File: src/rtl/neuron_pkg.sv
// neuron_pkg: shared widths, FSM state encoding and saturation bounds for the neuron MAC datapath.
package neuron_pkg;
   localparam int DATA_W_DEF = 8;
   localparam int ACC_W_DEF = 22;
   localparam int CNT_W_DEF = 7;
   localparam int PTR_W = 6;
   localparam logic [ACC_W_DEF-1:0] ACC_MAX = {1'b0, {(ACC_W_DEF-1){1'b1}}};
   localparam logic [ACC_W_DEF-1:0] ACC_MIN = {1'b1, {(ACC_W_DEF-1){1'b0}}};
   typedef enum logic [2:0] {IDLE, ACCUM, DRAIN, COMPARE, DONE} mac_state_t;
endpackage

File: src/rtl/neuron_mac_pipe.sv
// neuron_mac_pipe: stage-1 product register and stage-2 accumulator of the neuron MAC.
// NEURON_MAC_SATURATE_EN selects clamping arithmetic with a sticky acc_sat instead of wrap-around.
module neuron_mac_pipe
   import neuron_pkg::*;
#(
   parameter int DATA_W = DATA_W_DEF,
   parameter int ACC_W = ACC_W_DEF,
   parameter int CNT_W = CNT_W_DEF
) (
   input  logic clk,
   input  logic rst,
   input  logic clr,
   input  logic cap,
   input  logic acc_en,
   input  logic [PTR_W-1:0] ptr,
   input  logic signed [DATA_W-1:0] data,
   input  logic signed [DATA_W-1:0] weight,
   output logic signed [ACC_W-1:0] acc,
   output logic [CNT_W-1:0] cnt,
   output logic [PTR_W-1:0] last_ptr
`ifdef NEURON_MAC_SATURATE_EN
   ,
   output logic acc_sat
`endif
);
   logic signed [2*DATA_W-1:0] prod;
   logic p_vld;
   logic [PTR_W-1:0] p_ptr;
   logic signed [ACC_W-1:0] acc_nx;

   // a capture without accumulate still refreshes prod but leaves p_vld low
   always_ff @(posedge clk or posedge rst)
      if (rst) begin
         prod <= '0;
         p_vld <= 1'b0;
         p_ptr <= '0;
      end else if (clr) begin
         p_vld <= 1'b0;
      end else begin
         p_vld <= cap & acc_en;
         if (cap) begin
            prod <= (2*DATA_W)'(data) * (2*DATA_W)'(weight);
            p_ptr <= ptr;
         end
      end

`ifdef NEURON_MAC_SATURATE_EN
   localparam logic signed [ACC_W-1:0] SAT_MAX = {1'b0, {(ACC_W-1){1'b1}}};
   localparam logic signed [ACC_W-1:0] SAT_MIN = {1'b1, {(ACC_W-1){1'b0}}};
   logic signed [ACC_W:0] sum;
   logic ovf;
   assign sum = (ACC_W+1)'(acc) + (ACC_W+1)'(prod);
   assign ovf = sum[ACC_W] ^ sum[ACC_W-1];
   assign acc_nx = ovf ? (sum[ACC_W] ? SAT_MIN : SAT_MAX) : sum[ACC_W-1:0];
   always_ff @(posedge clk or posedge rst)
      if (rst) acc_sat <= 1'b0;
      else if (clr) acc_sat <= 1'b0;
      else if (p_vld & ovf) acc_sat <= 1'b1;
`else
   assign acc_nx = acc + ACC_W'(prod);
`endif

   always_ff @(posedge clk or posedge rst)
      if (rst) begin
         acc <= '0;
         cnt <= '0;
         last_ptr <= '0;
      end else if (clr) begin
         acc <= '0;
         cnt <= '0;
         last_ptr <= '0;
      end else if (p_vld) begin
         acc <= acc_nx;
         cnt <= cnt + 1'b1;
         last_ptr <= p_ptr;
      end
endmodule

File: src/rtl/neuron_mac_accumulator.sv
// neuron_mac_accumulator: burst multiply-accumulate with threshold compare and held result.
// Defining NEURON_MAC_SATURATE_EN adds clamping accumulation and the acc_sat output.
module neuron_mac_accumulator
   import neuron_pkg::*;
#(
   parameter int DATA_W = DATA_W_DEF,
   parameter int ACC_W = ACC_W_DEF,
   parameter int CNT_W = CNT_W_DEF
) (
   input  logic clk,
   input  logic rst,
   input  logic rst_mem,
   input  logic mul_mem_en,
   input  logic ac_mem_en,
   input  logic [PTR_W-1:0] rd_data_ptr,
   input  logic signed [DATA_W-1:0] data_in,
   input  logic signed [DATA_W-1:0] weight_in,
   input  logic signed [ACC_W-1:0] threshold_in,
   input  logic threshold_load,
   input  logic result_ack,
   output logic signed [ACC_W-1:0] acc_out,
   output logic neuron_fire,
   output logic result_valid,
   output logic [CNT_W-1:0] sample_cnt,
   output logic [PTR_W-1:0] last_ptr,
   output logic busy
`ifdef NEURON_MAC_SATURATE_EN
   ,
   output logic acc_sat
`endif
);
   mac_state_t state, nxt;
   logic signed [ACC_W-1:0] thr;
   logic cap;

   always_ff @(posedge clk or posedge rst)
      if (rst) state <= IDLE;
      else state <= nxt;

   always_comb begin
      nxt = state;
      case (state)
         IDLE:    nxt = mul_mem_en ? ACCUM : IDLE;
         ACCUM:   nxt = mul_mem_en ? ACCUM : DRAIN;
         DRAIN:   nxt = COMPARE;
         COMPARE: nxt = DONE;
         DONE:    nxt = result_ack ? IDLE : DONE;
         default: nxt = IDLE;
      endcase
      if (rst_mem) nxt = IDLE;
   end

   // operands are only taken while a burst may start or continue
   assign cap = mul_mem_en & (state == IDLE || state == ACCUM);
   assign busy = state == ACCUM || state == DRAIN;

   always_ff @(posedge clk or posedge rst)
      if (rst) begin
         thr <= '0;
         neuron_fire <= 1'b0;
         result_valid <= 1'b0;
      end else if (rst_mem) begin
         neuron_fire <= 1'b0;
         result_valid <= 1'b0;
      end else begin
         if (threshold_load) thr <= threshold_in;
         if (state == COMPARE) begin
            neuron_fire <= acc_out >= thr;
            result_valid <= 1'b1;
         end else if (state == DONE && result_ack) begin
            result_valid <= 1'b0;
         end
      end

   neuron_mac_pipe #(.DATA_W(DATA_W), .ACC_W(ACC_W), .CNT_W(CNT_W)) u_pipe (
      .clk(clk),
      .rst(rst),
      .clr(rst_mem),
      .cap(cap),
      .acc_en(ac_mem_en),
      .ptr(rd_data_ptr),
      .data(data_in),
      .weight(weight_in),
      .acc(acc_out),
      .cnt(sample_cnt),
      .last_ptr(last_ptr)
`ifdef NEURON_MAC_SATURATE_EN
      ,
      .acc_sat(acc_sat)
`endif
   );
endmodule

File: config.mk
export PLATFORM = sky130hd
export DESIGN_NAME = neuron_mac_accumulator
export DESIGN_NICKNAME = d
export VERILOG_FILES = /design/src/rtl/neuron_pkg.sv /design/src/rtl/neuron_mac_pipe.sv /design/src/rtl/neuron_mac_accumulator.sv
export SDC_FILE = /design/constraint.sdc
export NUM_CORES = 1
export LEC_CHECK = 0
export ABC_AREA = 1
export CORE_MARGIN = 5
export CORE_UTILIZATION = 50
export CTS_CLUSTER_SIZE = 12
export DETAILED_ROUTE_END_ITERATION = 10
export DONT_BUFFER_PORTS = 1
export GPL_ROUTABILITY_DRIVEN = 1
export MAX_ROUTING_LAYER = met4
export PLACE_DENSITY_LB_ADDON = 0.08
export SLEW_MARGIN = 15
export SYNTH_ARGS = -nofsm -noshare
export SYNTH_HDL_FRONTEND = slang
export SYNTH_SLANG_ARGS = --single-unit
File: constraint.sdc
create_clock -name clk -period 8.5 [get_ports clk]
set_clock_uncertainty 0.2 [all_clocks]
set_input_delay 2.55 -clock clk [delete_from_list [all_inputs] [get_ports clk]]
set_output_delay 2.55 -clock clk [all_outputs]
set_load 0.01 [all_outputs]
# Word level (Yosys, flattened, before mapping)
# Index checks and enable logic that the tools add are counted.
# W data, S select, Z words.
[classes] n_shift=0 add_sub_neg=2 magnitude_cmp=1 mul=1 n_mux=17 eq_ne=4 reduce_logical=9 div_mod_pow=0 bitwise=3
[op_table] op="$mux W22" n=2
[op_table] op="$add A22 B16 Y22" n=1
[op_table] op="$ge A22 B22 Y1" n=1
[op_table] op="$mul A8 B8 Y16" n=1
[op_table] op="$pmux W3 S5" n=1
[op_table] op="$mux W7" n=2
[op_table] op="$mux W6" n=2
[op_table] op="$add A7 B1 Y7 const B" n=1
[op_table] op="$mux W1" n=7
[op_table] op="$eq A3 B2 Y1 const B" n=2
[op_table] op="$mux W3" n=2
[op_table] op="$reduce_and A2 Y1" n=2
[op_table] op="$reduce_bool A2 Y1" n=2
[op_table] op="$eq A3 B1 Y1 const B" n=1
[op_table] op="$eq A3 B3 Y1 const B" n=1
[op_table] op="$logic_not A3 Y1" n=1
[op_table] op="$reduce_bool A3 Y1" n=1
[op_table] op="$and A1 B1 Y1" n=2
[op_table] op="$logic_or A1 B1 Y1" n=2
[op_table] op="$mux W2" n=1
[op_table] op="$logic_and A1 B1 Y1" n=1
[op_table] op="$not A1 Y1" n=1
[word_totals] rom_bits=0 latch_bits=0 elab_cells=47 memories=0 input_bits=51 mem_bits_rw=0 output_inout_bits=38 register_bits=85

# Longest topological paths before layout
# Gate-level depths: netlist of run 1.
[logic_depth] ltp_word=5 depth_mapped=23 mapped_depth_nobuf=22

# Modules after synthesis
# From an unflattened synthesis of run 1, not the netlist that was laid out.
[unflattened] hier_cells=1145 area_unflattened_um2=8112.8
[modules_own_cells] module="neuron_mac_pipe" cells_each=932 seq_area_each_um2=1451.4 area_per_inst_um2=6417.4 instances=1
[modules_own_cells] module="neuron_mac_accumulator" cells_each=213 seq_area_each_um2=675.6 area_per_inst_um2=1695.4 instances=1

# Worst setup path after synthesis of run 1
# OpenSTA, ideal clock, no wires.
[synth_path] path_type="input to register" start="input port weight_in[3]" end="register u_pipe.prod[15]" t_required_ps=8183 path_slack_ps=1884 n_path_buf=1 setup_ps=117 path_stages=19 arrival_ps=6299 path_cell_list="clkbuf_1 nand2_1 inv_1 fa_1 inv_1 fa_1 inv_1 fa_1 inv_1 fa_1 inv_1 ha_1 nand2_1 nor2_1 and3_1 nor2_1 nand3_1 nand3_1 nand2_1"
[synth_between] elab_chain_len=1
[synth_lines] item="start, declared" line="neuron_mac_accumulator.sv:17" text="input logic signed [DATA_W-1:0] weight_in,"
[synth_lines] item="$mul A8 B8 Y16" line="neuron_mac_pipe.sv:42" text="prod <= (2*DATA_W)'(data) * (2*DATA_W)'(weight);"
[synth_lines] item="end signal, assigned" line="neuron_mac_pipe.sv:42"
[synth_lines] item="end, declared" line="neuron_mac_pipe.sv:26" text="logic signed [2*DATA_W-1:0] prod;"
# Every way passes these cells.
# A chain may end at the register's enable or synchronous reset.

# Worst setup path after layout of run 1
# Same ends and word-level chain as after synthesis.

==> results of run 1 <==
[critical path, delay by kind of cell]
family                     cells  cell delay (ns)
adders and majority gates      5             2.63
and+or+nand+nor                8             0.74
buffers and inverters          5             0.38
[sequential cells by signal, summed over array words and instances, names as in the netlist, 3 cells and up]
| name | count |
|---|---|
| u_pipe.prod | 16 |
| u_pipe.p_ptr | 6 |
| state | 3 |
| u_pipe.acc | 22 |
| u_pipe.last_ptr | 6 |
| thr | 22 |
| u_pipe.cnt | 7 |
[routing by layer]
layer | vias up | global-route usage [%]
met5 | - | -
met4 | 0 | 7.21
met3 | 17 | 2.43
met2 | 97 | 35.6
met1 | 2975 | 26.6
li1 | 3380 | -
[Yosys cell counts, types with 3 or more instances]
cell      count
nand2_1     331
nand3_1      45
ha_1         73
nor3_1        9
nand4_1      10
clkbuf_1     15
inv_1       240
nor2_4        5
a21oi_1      62
xor2_1        3
nor2_1       75
o21ai_1      14
or2_2         5
a31oi_1       3
nand2_2       8
buf_2        13
fa_1         56
nor2_2        6
inv_2         6
nand3b_1      3
xnor2_1       5
o21ai_0      28
dfrtp_1      85
[power groups by stage]
stage / Combinational [mW] / Clock (mW) / Sequential, mW
after global routing: 1.67 / 0.431 / 0.670
after global placement: 1.40 / 0 / 0.663
after CTS: 1.43 / 0.418 / 0.660
final: 1.41 / 0.406 / 0.654
after floorplan: 1.16 / 0 / 0.605
after detailed placement: 1.42 / 0 / 0.667
[cells by family (layout without fill, tap and decap cells)]
| group | after synthesis | in the layout | synth area share (%) |
|---|---|---|---|
| buffers and inverters | 275 | 264 | 13.1 |
| XOR/XNOR | 8 | 8 | 0.870 |
| AND/OR/NAND/NOR | 508 | 508 | 26.6 |
| adder cells (fa/ha/maj) | 129 | 129 | 25.3 |
| multiplexers | 1 | 1 | 0.140 |
| flip-flops | 85 | 85 | 26.4 |
| AO/OA/AOI/OAI | 116 | 116 | 7.66 |
[stage by stage]
step                setup slack, ns  instance area (um^2)  std cells  util (%)  hold slack [ns]
floorplan                      1.88                  8060       1122         -            0.246
global placement               1.89                  8210       1311      51.9            0.273
detailed placement             1.83                  8210       1311      51.9            0.278
CTS                            2.20                  8520       1327      53.8            0.295
global route                   1.96                  8520       1327      53.8            0.311
finish                         2.25                  8520       1327      53.8            0.292
[final timing paths]
path,startpoint,end,cells after the start
max,weight_in[3],u_pipe.prod[15],18
min,u_pipe.prod[8],u_pipe.prod[8],2
max reg2reg,u_pipe.acc[0],u_pipe.acc[16],11
min reg2reg,u_pipe.prod[8],u_pipe.prod[8],2
max in group asynchronous,rst,u_pipe.prod[12],2
min in group asynchronous,rst,thr[2],1
[final cells by class]
type                       instances  area [um^2]  share of cell area, %
multi-input combinational        762         4880                   57.2
clock buffer                      10          239                   2.80
clock inverter                     6         68.8                  0.808
timing repair buffer               2         15.0                  0.176
inverter                         246          925                   10.9
sequential                        85         2130                   25.0
tap                              216          270                   3.17
[placed cells by master, fill, tap and decap left out, types with 3 or more instances in the layout]
cell,count
dfrtp_1,85
nor2_2,6
nand2_1,331
nor2_4,5
clkbuf_16,9
nand3b_1,3
nand2_2,8
xnor2_1,5
nand4_1,10
xor2_1,3
nor2_1,75
inv_1,239
a31oi_1,3
inv_2,6
fa_1,56
nor3_1,9
o21ai_0,28
ha_1,73
a21oi_1,62
or2_2,5
nand3_1,45
o21ai_1,14
==> results.py, run 1 <==
metrics = {
    "outcome": {
        "status": "completed",
    },
    "setup_path": {
        "crit_fanout": 8,
        "cpMostUsedCell": "inv_1",
        "critPathSlowestCell": "fa_1",
        "reg2reg_slack_ns": 6.03,
        "critical_path.max_stage_delay_ns": 0.68,
        "worst-setup-path-type": "input pin to register",
        "cp_cell_sequence": "nand2_1, inv_1, fa_1, inv_1, fa_1, inv_1, fa_1, inv_1, fa_1, inv_1, ha_1, nand2_1, nor2_1, and3_1, nor2_1, nand3_1, nand3_1, nand2_1",
        "start_kind": "input pin",
        "endpoint_kind": "register",
        "crit_arrival_ns": 6.29,
        "cp.required_ns": 8.54,
    },
    "route": {
        "met1Wirelength_um": 8180,
        "wire_per_inst_um": 13.8,
        "drtIter0Drc": 351,
        "routed_wl_um": 18300,
        "via_per_inst": 4.87,
        "num_vias": 6469,
        "wl_met3_um": 635,
        "drc": 0,
        "ant_nets": 0,
        "top_layer": "met4",
        "dr_wl_met2_um": 9210,
        "drt-pass1-iter-count": 4,
    },
    "worst_hold_path": {
        "hold_class": "register to register",
    },
    "cells_and_area": {
        "n_fill_cell": 1591,
        "syn_to_final_growth_pct": 5.78,
        "layout-drive-gt1-share_pct": 5.13,
        "layout.nets": 1286,
        "n_antenna_cell": 0,
    },
    "sta": {
        "drv_slew": 0,
        "setup_viol": 0,
        "finalHoldViolCount": 0,
        "period_share_pct": 73.5,
        "worst_slew_pin_slew_ns": 0.795,
        "tns_ns": 0,
        "fmax_ghz": 0.160,
        "rsz0062_at_grt": "false",
        "fin_crit_ns": 6.25,
        "slew_headroom_pct": 46.8,
    },
    "synth": {
        "async_flop_share_pct": 100,
        "synth_edf_count": 0,
        "ys_seq_elements": 85,
        "synthesis.instances": 1122,
        "synth_cell_types": 40,
        "synth-seq-area-share_pct": 26.4,
        "syn_nets": 1302,
        "synth.avg_cell_area_um2": 7.18,
        "yosys-top-cells-area": "dfrtp_1 26%, nand2_1 15%, fa_1 14%",
        "yosys.area.top_type": "dfrtp_1",
        "synth-main-ff-cell": "dfrtp_1",
        "yosys.area.top_type_share_pct": 26.4,
        "netlist_area_mm2": 0.00806,
        "synth_warnings": 0,
    },
    "pwr": {
        "switching_power_mw": 1.20,
        "p_comb_share_pct": 57.1,
        "power_leakage_nw": 4.93,
        "p_seq_share_pct": 26.4,
        "power_frac_clock_pct": 16.4,
        "power_density_mw_per_mm2": 290,
        "fin_total_pwr_mw": 2.47,
        "vdd_drop_max_v": 0.000118,
        "p_sw_share_pct": 48.6,
        "internal_power_mw": 1.27,
    },
    "floorplan": {
        "core.rowCount": 46,
        "ioPinCount": 89,
        "initial_core_util_pct": 50.9,
        "die-area_mm2": 0.0188,
        "die_x_um": 137,
        "core_mm2": 0.0158,
        "die_h_um": 137,
    },
    "clocking": {
        "clock-sinks": 85,
        "clkSlewWorstSetupHoldPaths_ns": 0.06,
        "htree_num_levels": 3,
        "cts_buffer_depth": 2,
        "hold_buffers": 0,
        "cts_tree": "done",
        "cts_buffers": 9,
        "clockRootBuffer": "clkbuf_16",
        "clock_latency_ns": 0.35,
        "cts_setup_buffers": 0,
        "ctsResizeCount": 0,
    },
    "placed_design": {
        "gp_congestion": 0.909,
        "dp_hpwl_um": 15100,
        "io_buffers": 0,
    },
    "grt": {
        "grt_usage_pct": 21.2,
        "grt_max_degree": 46,
        "grt_pass1_vias": 6266,
        "overflow": 0,
        "antenna_found_initial": 0,
        "grt_pass1_wl_um": 30600,
    },
    "flow_run": {
        "maxCapViolCount": 0,
    },
}
(Power assumes the default switching activity.)
==> run 2, diff against run 1 <==
- clock period: 8.5 -> 5.75 ns (I/O delays scaled with it)
==> run 2 against run 1 <==
Setup slack got worse by 1.9 ns. Flip-flop and latch count stayed put. Design area barely moved. Sequential share of layout area barely moved. First-iteration DRC count grew 16%. Die area did not move. Via count fell by 0.11%. Non-clock buffer count grew 4. Count of clock-buffer cells in the layout down 1. Largest cell class unchanged. Highest routed layer unchanged.
==> results.py, run 2 (same netlist as run 1, synthesis figures left out) <==
metrics = {
    "sta": {
        "fmax_ghz": 0.185,
        "setup_viol": 0,
        "drv_slew": 0,
        "slew_headroom_pct": 49.0,
        "fin_crit_ns": 5.40,
        "rsz0062_at_grt": "false",
        "worst_slew_pin_slew_ns": 0.765,
        "tns_ns": 0,
        "period_share_pct": 93.9,
        "worst_slack_ns": 0.353,
        "finalHoldViolCount": 0,
    },
    "floorplan": {
        "die-area_mm2": 0.0188,
        "initial_core_util_pct": 50.9,
        "core_mm2": 0.0158,
        "ioPinCount": 89,
        "die_h_um": 137,
        "die_x_um": 137,
        "core.rowCount": 46,
    },
    "grt": {
        "grt_usage_pct": 21.2,
        "grt_max_degree": 44,
        "grt_pass1_wl_um": 31000,
        "overflow": 0,
        "grt_pass1_vias": 6425,
        "antenna_found_initial": 0,
    },
    "placed_design": {
        "dpl_cell_area_mm2": 0.00825,
        "place_ws_ns": -0.0109,
        "placed_cells": 1315,
        "dp_hpwl_um": 15200,
        "gp_congestion": 0.896,
        "io_buffers": 0,
    },
    "cells_and_area": {
        "final_core_util_pct": 53.9,
        "layout_common_cells": "331 x nand2_1, 239 x inv_1, 85 x dfrtp_1",
        "final_common_cell": "nand2_1",
        "layout.nets": 1290,
        "final_area_mm2": 0.00853,
        "syn_to_final_growth_pct": 5.87,
        "n_antenna_cell": 0,
        "final_cells": 1331,
        "layout-drive-gt1-share_pct": 5.56,
        "reg_top3": "thr: 22 flops, u_pipe.acc: 22 flops, u_pipe.prod: 16 flops",
    },
    "clocking": {
        "clock_latency_ns": 0.35,
        "cts_setup_buffers": 0,
        "htree_num_levels": 3,
        "clock-sinks": 85,
        "cts_tree": "done",
        "clockRootBuffer": "clkbuf_16",
        "cts_buffer_depth": 2,
        "ctsResizeCount": 0,
        "hold_buffers": 0,
        "cts_buffers": 9,
        "clkSlewWorstSetupHoldPaths_ns": 0.06,
    },
    "setup_path": {
        "cp.required_ns": 5.79,
        "endpoint_kind": "register",
        "worst-setup-path-type": "input pin to register",
        "crit_fanout": 5,
        "crit_arrival_ns": 5.43,
        "start_kind": "input pin",
    },
    "pwr": {
        "power_density_mw_per_mm2": 425,
        "vdd_drop_max_v": 0.000168,
        "power_leakage_nw": 4.93,
    },
    "route": {
        "ant_nets": 0,
        "num_vias": 6462,
        "routed_wl_um": 18300,
        "drc": 0,
        "wire_per_inst_um": 13.7,
        "drt-pass1-iter-count": 5,
        "via_per_inst": 4.85,
        "drtIter0Drc": 407,
    },
    "outcome": {
        "status": "completed",
    },
    "flow_run": {
        "maxCapViolCount": 0,
    },
    "worst_hold_path": {
        "hold_class": "register to register",
    },
}
[run 2: metal layers]
metal  share of wire [%]  GRT usage, %
met5                   0             -
met4                 2.0          6.21
met3                 3.6          3.24
met2                  50          36.6
met1                  45          25.8
[run 2: path summary, 6_finish.rpt]
kind | from | endpoint | slack, ns | depth (start not counted)
hold / removal | u_pipe.prod[10] | u_pipe.prod[10] | 0.29 | 2
max in group asynchronous | rst | u_pipe.acc[10] | 3.15 | 2
hold reg to reg | u_pipe.prod[10] | u_pipe.prod[10] | 0.29 | 2
setup reg to reg | u_pipe.acc[0] | u_pipe.acc[16] | 3.27 | 11
setup / recovery | weight_in[7] | u_pipe.prod[10] | 0.35 | 18
min in group asynchronous | rst | thr[3] | 1.15 | 1
[run 2: area by class of cell]
class                   instances  area, um^2
fillers                      1608        7300
inverters                     246         925
clock buffers                   9         225
clock inverters                 7        57.6
repair buffers                  6        45.0
flip-flops and latches         85        2130
well taps                     216         270
multi-input cells             762        4880
[run 2: worst max-delay path, stage by stage]
cell,delay [ns]
inv_1,0.07
or2_2,0.30
fa_1,0.50
fa_1,0.54
inv_1,0.06
fa_1,0.53
inv_1,0.06
fa_1,0.53
inv_1,0.04
ha_1,0.35
a21oi_1,0.23
o21ai_2,0.10
nand2_1,0.07
nand2_1,0.04
nand2_1,0.07
nand3b_1,0.08
nand3_1,0.08
nand2_1,0.05
[run 2: stage by stage]
step | total power, mW | hold slack (ns)
after CTS | 3.67 | 0.293
after detailed placement | 3.10 | 0.276
after global placement | 3.07 | 0.274
after floorplan | 2.61 | 0.246
final | 3.63 | 0.288
after global routing | 4.06 | 0.311
[run 2: report_power, final]
part	total [mW]	switching (mW)	internal, mW
Combinational	2.10	1.30	0.799
Clock	0.557	0.259	0.298
Sequential	0.969	0.224	0.745
Total	3.63	1.79	1.84
==> run 3, diff against run 2 <==
- RECOVER_POWER: default -> 50
==> run 3 against run 2 <==
The run now ends with capacitance limit, slew limit left. Critical path depth grew 1. Global-route usage unchanged. Maximum frequency shrank 0.38%. Design area decreased by 0.34%. Count of clock-buffer cells in the layout unchanged. Sequential share of layout area rose by 0.084 points. Largest power group unchanged.
==> results.py, run 3 (same netlist as run 1, synthesis figures left out) <==
metrics = {
    "outcome": {
        "status": "finished with violations",
        "violations": "capacitance limit, slew limit",
    },
    "setup_path": {
        "worst-setup-path-type": "input pin to register",
        "endpoint_kind": "register",
        "critical_path.max_stage_delay_ns": 0.54,
        "crit_arrival_ns": 5.50,
        "cp_cell_sequence": "inv_1, or2_2, fa_1, fa_1, inv_1, fa_1, inv_1, fa_1, inv_1, ha_1, a21oi_1, o21ai_2, nand2_1, nand2_1, nand2_1, nand2_1, nand2_1, nand3_1, nand2_1",
        "cp.required_ns": 5.83,
        "cpMostUsedCell": "nand2_1",
        "critPathSlowestCell": "fa_1",
        "crit_fanout": 5,
        "start_kind": "input pin",
    },
    "cells_and_area": {
        "reg_top3": "thr: 22 flops, u_pipe.acc: 22 flops, u_pipe.prod: 16 flops",
        "layout-drive-gt1-share_pct": 4.84,
        "final_core_util_pct": 53.7,
        "n_antenna_cell": 0,
        "final_common_cell": "nand2_1",
        "syn_to_final_growth_pct": 5.51,
        "layout.nets": 1290,
        "layout_common_cells": "332 x nand2_1, 241 x inv_1, 85 x dfrtp_1",
    },
    "route": {
        "ant_nets": 0,
        "routed_wl_um": 18300,
        "drtIter0Drc": 385,
        "wire_per_inst_um": 13.7,
        "drt-pass1-iter-count": 5,
        "num_vias": 6473,
        "drc": 0,
        "via_per_inst": 4.86,
    },
    "floorplan": {
        "core.rowCount": 46,
        "core_mm2": 0.0158,
        "die_x_um": 137,
        "ioPinCount": 89,
        "die-area_mm2": 0.0188,
        "initial_core_util_pct": 50.9,
        "die_h_um": 137,
    },
    "sta": {
        "rsz0062_at_grt": "false",
        "fmax_ghz": 0.185,
        "period_share_pct": 94.2,
        "setup_viol": 0,
        "fin_crit_ns": 5.42,
        "drv_slew": 100,
        "finalHoldViolCount": 0,
        "worst_slack_ns": 0.332,
        "slew_headroom_pct": -30.1,
        "hold_ws_ns": 0.287,
        "worst_slew_pin_slew_ns": 1.94,
    },
    "clocking": {
        "clockRootBuffer": "clkbuf_16",
        "clkSlewWorstSetupHoldPaths_ns": 0.06,
        "cts_setup_buffers": 0,
        "cts_buffer_depth": 2,
        "ctsResizeCount": 0,
        "clock_latency_ns": 0.35,
        "cts_buffers": 9,
        "htree_num_levels": 3,
        "clock-sinks": 85,
        "cts_tree": "done",
        "hold_buffers": 0,
    },
    "placed_design": {
        "dp_hpwl_um": 15200,
        "gp_congestion": 0.896,
        "place_ws_ns": -0.0109,
        "io_buffers": 0,
    },
    "grt": {
        "grt_usage_pct": 21.2,
        "antenna_found_initial": 0,
        "grt_pass1_wl_um": 31000,
        "grt_max_degree": 44,
        "overflow": 0,
        "grt_pass1_vias": 6425,
    },
    "flow_run": {
        "maxCapViolCount": 3,
    },
    "pwr": {
        "vdd_drop_max_v": 0.000169,
        "power_leakage_nw": 4.92,
        "power_density_mw_per_mm2": 426,
    },
    "worst_hold_path": {
        "hold_class": "register to register",
    },
}
-- run 3: cell count changes in the layout (fill, tap and decap cells not counted), sizes merged --
cell | previous run | this run
buf | 6 | 5
clkinvlp | 2 | 3
clkbuf | 9 | 10
clkinv | 4 | 3
-- run 3: worst paths after layout --
| check | from | depth (start not counted) | slack, ns | end |
|---|---|---|---|---|
| setup / recovery | weight_in[7] | 19 | 0.33 | u_pipe.prod[10] |
| hold / removal | u_pipe.prod[10] | 2 | 0.29 | u_pipe.prod[10] |
| setup reg to reg | u_pipe.p_vld | 7 | 2.39 | u_pipe.acc[7] |
| hold reg to reg | u_pipe.prod[10] | 2 | 0.29 | u_pipe.prod[10] |
| max in group asynchronous | rst | 2 | 2.49 | u_pipe.acc[10] |
| min in group asynchronous | rst | 1 | 1.54 | thr[5] |
-- run 3: through the flow --
stage	TNS [ns]	cells	cell area (um^2)	total power, mW
after floorplan	0	1122	8060	2.61
after global placement	0	1315	8250	3.07
after detailed placement	-0.0109	1315	8250	3.10
after CTS	0	1331	8530	3.67
after global routing	0	1331	8500	4.06
final	0	1331	8500	3.63
-- run 3: metal layers --
metal | up-vias | track usage, % | routed length (um)
li1 | 3383 | - | -
met1 | 2962 | 25.8 | 8160
met2 | 104 | 36.6 | 9080
met3 | 24 | 3.24 | 666
met4 | 0 | 6.21 | 369
met5 | - | - | 0
-- run 3: report_power, final --
part           leakage, nW  internal (mW)  switching [mW]
clock                0.134          0.298           0.259
sequential            1.06          0.745           0.224
combinational         3.73          0.798            1.30
-- run 3: area by class of cell --
class / instances / area, um^2
multi-input combinational: 762 / 4850
fill: 1611 / 7330
clock inverter: 7 / 57.6
clock buffer: 9 / 225
timing repair buffer: 6 / 41.3
inverter: 246 / 925
sequential: 85 / 2130
tap: 216 / 270
-- run 3: worst max-delay path, delay by kind of cell --
family,cells,cell delay [ns]
adder cells (fa/ha/maj),5,2.45
AND/OR/NAND/NOR,8,0.75
AO/OA/AOI/OAI,2,0.33
buffers and inverters,4,0.23
